**config.mk**
```make
export PLATFORM = sky130hd
export DESIGN_NAME = detect_scheduler
export DESIGN_NICKNAME = d
export VERILOG_FILES = /design/src/rtl/detect_scheduler.sv
export SDC_FILE = /design/constraint.sdc
export NUM_CORES = 1
export LEC_CHECK = 0
export ABC_AREA = 1
export CAP_MARGIN = 20
export CELL_PAD_IN_SITES_DETAIL_PLACEMENT = 1
export CELL_PAD_IN_SITES_GLOBAL_PLACEMENT = 1
export CORE_MARGIN = 1.5
export CORE_UTILIZATION = 35
export DETAILED_ROUTE_END_ITERATION = 8
export PLACE_DENSITY_LB_ADDON = 0.08
export SKIP_CTS_REPAIR_TIMING = 1
export SLEW_MARGIN = 10
export SYNTH_ARGS = -nofsm -noshare
export SYNTH_HDL_FRONTEND = slang
export SYNTH_SLANG_ARGS = --single-unit
```
**constraint.sdc**
```tcl
create_clock -name CLK -period 2.4 [get_ports CLK]
set_clock_uncertainty 0.2 [all_clocks]
set_input_delay 0.48 -clock CLK [delete_from_list [all_inputs] [get_ports CLK]]
set_output_delay 0.48 -clock CLK [all_outputs]
set_load 0.05 [all_outputs]
```
**src/rtl/detect_scheduler.sv**
```systemverilog
// detect_scheduler: round-robin arbiter feeding granted bytes MSB-first through a shared 1-then-0 detector
module detect_scheduler #(
    parameter int NCH = 4,
    parameter int DW = 8,
    parameter int CW = $clog2(DW + 1)
) (
    input  logic                    CLK,
    input  logic                    RST,
    input  logic [NCH-1:0]          req,
    input  logic [NCH*DW-1:0]       data,
    output logic [NCH-1:0]          gnt,
    output logic                    busy,
    output logic                    done,
    output logic [$clog2(NCH)-1:0]  done_id,
    output logic [CW-1:0]           count
);
    localparam int IW = $clog2(NCH);
    localparam int BW = $clog2(DW);

    typedef enum logic [1:0] {IDLE, SHIFT, REPORT} ctl_t;
    typedef enum logic [1:0] {SA, SB, SC} det_t;

    ctl_t state, state_n;
    det_t det, det_n;
    logic [IW-1:0] rr_ptr, id, nxt_ptr, base, sel, cand;
    logic [IW:0] sum;
    logic [DW-1:0] shreg, cur;
    logic [CW-1:0] hits, hits_n;
    logic [BW-1:0] bitcnt;
    logic last, found;

    // The grant decision is made one cycle ahead (idle, or report with the advanced pointer) so gnt can be a register
    always_comb begin
        nxt_ptr = (id == IW'(NCH - 1)) ? '0 : id + 1'b1;
        base = (state == REPORT) ? nxt_ptr : rr_ptr;
        found = 1'b0;
        sel = '0;
        sum = '0;
        cand = '0;
        for (int k = 0; k < NCH; k++) begin
            sum = {1'b0, base} + (IW+1)'(k);
            cand = (sum >= (IW+1)'(NCH)) ? IW'(sum - (IW+1)'(NCH)) : IW'(sum);
            if (!found && req[cand]) begin
                found = 1'b1;
                sel = cand;
            end
        end
        cur = '0;
        for (int i = 0; i < NCH; i++)
            if (id == IW'(i)) cur = data[i*DW +: DW];
        det_n = (det == SA) ? (shreg[DW-1] ? SB : SA) :
                (det == SB) ? (shreg[DW-1] ? SB : SC) :
                              (shreg[DW-1] ? SA : SC);
        hits_n = hits + CW'(det_n == SC);
        last = (bitcnt == BW'(DW - 1));
        state_n = (state == IDLE)  ? ((|gnt) ? SHIFT : IDLE) :
                  (state == SHIFT) ? (last ? REPORT : SHIFT) : IDLE;
    end

    always_ff @(posedge CLK) begin
        if (RST) begin
            state <= IDLE;
            det <= SA;
            rr_ptr <= '0;
            id <= '0;
            gnt <= '0;
            busy <= 1'b0;
            done <= 1'b0;
            done_id <= '0;
            count <= '0;
            shreg <= '0;
            hits <= '0;
            bitcnt <= '0;
        end else begin
            state <= state_n;
            gnt <= '0;
            done <= 1'b0;
            if (state == SHIFT) begin
                det <= det_n;
                shreg <= {shreg[DW-2:0], 1'b0};
                hits <= hits_n;
                bitcnt <= bitcnt + 1'b1;
                if (last) begin
                    done <= 1'b1;
                    done_id <= id;
                    count <= hits_n;
                end
            end else if (state == IDLE && |gnt) begin
                shreg <= cur;
                det <= SA;
                hits <= '0;
                bitcnt <= '0;
            end else begin
                if (state == REPORT) rr_ptr <= nxt_ptr;
                busy <= found;
                if (found) begin
                    gnt <= NCH'(1) << sel;
                    id <= sel;
                end
            end
        end
    end
endmodule

```
==> impl_metrics.toml, run 1 <==
[die]
initial_core_util_pct = 36.1
fp.dieH_microns = 78.4
die_w_microns = 78.4
fp.dieArea_sq_mm = 0.00614
ios = 50
core_area_sq_mm = 0.00551
core.rowCount = 27

[cells_and_area]
fillers = 703
postLayoutCoreUtil_pct = 49.6
drive_above_1_share_pct = 17.2
seqCellArea_sq_um = 702
layout.cells.most_common_list = "nand2_1 (68), clkdlybuf4s50_1 (49), dfxtp_1 (34)"
final_common_cell = "nand2_1"
nets = 382
multi_input_comb_area_sq_mm = 0.00117
area_delta_synth_final_pct = 37.2
antennaDiodeCount = 0

[grt]
grtUsageMet2_pct = 33.0
grtUsageTotal_pct = 18.5
grt_pass1_wl_mm = 8.89
grt_busiest_layer = "met2"
grt_max_degree = 19
use_met1_pct = 23.4
overflow = 0
grt_antenna_before_repair = 0
grt_util_met3_pct = 3.26
grt_pass1_vias = 1942

[setup_path]
critPathArrivalTime_ns = 2.20
r2r_slack_ns = 0.22
start_kind = "register"
worst_ep_required_time_ns = 2.42
r2r-start = "id[1]$_SDFFE_PP0P_"
reg2reg_to = "gnt[2]$_SDFF_PP0_"
path_class = "reg -> reg"
end_kind = "register"
r2r_cells = 14
cp_max_fo = 7

[timing]
setup-violations-final = 0
worstMarginPinSlew_ns = 0.509
hold_slack_ns = 0.268
hold_viol = 0
slew_headroom_pct = 66.0
post-route-min-period_ns = 2.18
maxSlewViolCount = 0
fin_ws_ns = 0.221
finalCritPeriodShare_pct = 90.8
max_freq_ghz = 0.459

[cts]
cts_tree = "yes"
root_buffer = "clkbuf_8"
clk_pin_slew_ns = 0.07
cts_sinks = 35
numCtsBuffers = 5
cts.path.max_buffers = 2
cts.htree.levels = 2
clock_latency_ns = 0.29

[hold_path]
hold_path_startpoint = "count[2]$_SDFFE_PP0P_"
holdPathEnd = "count[2]$_SDFFE_PP0P_"
worstHoldPathCells = 2
hold_path_class = "reg -> reg"

[routing]
dr.first_iter.drc_count = 49
routed-via-count = 2010
wirelength_mm = 5.62
drc = 0
wl_per_cell_microns = 13.7
vias_per_cell = 4.91
ant_nets = 0
drt_pre_antenna_iters = 4

[outcome]
outcome = "finished clean"

[logic_synthesis]
yosysWarningCount = 0
avgSynthCellArea_sq_um = 7.21
synth_seq_cells = 35
syn_inst = 276
synth_fp_nets = 322
yosysSeqAreaShare_pct = 35.2
synth_cell_types = 26
netlist_area_sq_mm = 0.00199

[place]
dp_hpwl_mm = 4.29
port_buffers = 49
place_congestion = 0.769
dp_slack_ns = 0.0834

[pwr]
cellPowerDensity_mw_per_mm2 = 599
total_leakage_power_nw = 1.13
ir_worst_vdd_mv = 0.238

[flow_run]
cap_viol_max_count = 0
## where the power goes
group | internal (mW) | switching [mW]
clock | 0.203 | 0.214
combinational | 0.233 | 0.321
sequential | 0.631 | 0.0326
## kinds of logic after synthesis
kind of cell | Yosys count | share of synthesized area [%]
and+or+nand+nor | 140 | 34.4
AOI/OAI and AO/OA | 60 | 17.8
buffers and inverters | 31 | 6.67
xor gates and xnor gates | 2 | 0.881
DFF | 35 | 35.2
adders and majority gates | 8 | 5.03
## per-stage QoR
stage	instance area [sq um]	total power, mW	setup TNS (ns)	std cells
6_report	2730	1.64	0	409
5_1_grt	2730	1.75	-0.0164	409
4_1_cts	2680	1.63	0	405
3_5_place_dp	2600	1.21	0	397
3_3_place_gp	2600	1.20	0	397
2_1_floorplan	1990	0.993	0	276
## cells in the mapped netlist (all sizes together)
cell | instances | area share [%]
nor2 | 27 | 7.1
a21oi | 23 | 5.8
a22oi | 9 | 3.4
buf | 2 | 0.94
xor2 | 1 | 0.44
ha | 8 | 5.0
nand4 | 3 | 0.94
o211ai | 8 | 3.0
clkbuf | 5 | 0.94
xnor2 | 1 | 0.44
nand3 | 19 | 5.3
nand2 | 91 | 21
clkinv | 2 | 0.63
inv | 22 | 4.2
o21a | 1 | 0.38
o21ai | 12 | 3.0
dfxtp | 35 | 35
a31oi | 7 | 2.2
## flip-flops by register name, indices dropped and copies added, names as in the netlist
name / flops
rr_ptr: 2
bitcnt: 3
hits: 4
gnt: 4
state: 2
done_id: 2
id: 2
det: 2
count: 4
done: 1
shreg: 8
busy: 1
## metal layers
metal | vias to the layer above | part of all wire, %
met3 | 4 | 4.5
met2 | 45 | 48
met1 | 919 | 47
li1 | 1042 | -
met5 | - | 0
met4 | 0 | 0.64
## cell type report
class,instances,share of cell area (%)
sequential,35,25.7
clock inverter,2,0.459
tap,72,3.30
timing repair buffer,60,21.5
multi-input combinational,210,42.9
inverter,24,3.48
clock buffer,6,2.66
## worst max path at each step
stage               cells past startpoint          startpoint  slack (ns)            endpoint
floorplan                              16  id[0]$_SDFFE_PP0P_        0.43  id[0]$_SDFFE_PP0P_
global placement                       14  id[0]$_SDFFE_PP0P_        0.14  id[1]$_SDFFE_PP0P_
detailed placement                     14  id[0]$_SDFFE_PP0P_        0.08  id[1]$_SDFFE_PP0P_
CTS                                    14  id[0]$_SDFFE_PP0P_        0.04  id[1]$_SDFFE_PP0P_
global route                           14  id[0]$_SDFFE_PP0P_      -0.006   gnt[3]$_SDFF_PP0_
finish                                 14  id[1]$_SDFFE_PP0P_        0.22   gnt[2]$_SDFF_PP0_
## critical path, stage by stage, from the launching register on
cell and delay (ns):
dfxtp_1 0.39, inv_1 0.12, ha_4 0.29, inv_1 0.04, nand3_1 0.12, nand2_4 0.09, nand2_1 0.09, nand2_2 0.07
nand2_2 0.08, nand2_4 0.07, nand4_1 0.13, nand2_2 0.10, nor2_2 0.13, nand2_1 0.11, nor2_1 0.09
No activity file was read; power rests on OpenSTA's default activity.
==> run 2: changes to the inputs <==
- ABC_CLOCK_PERIOD_IN_PS: default -> 2400
- TNS_END_PERCENT: default -> 5
==> results of run 2 <==
No change in the layout: final DEF, timing and power equal those of run 1.
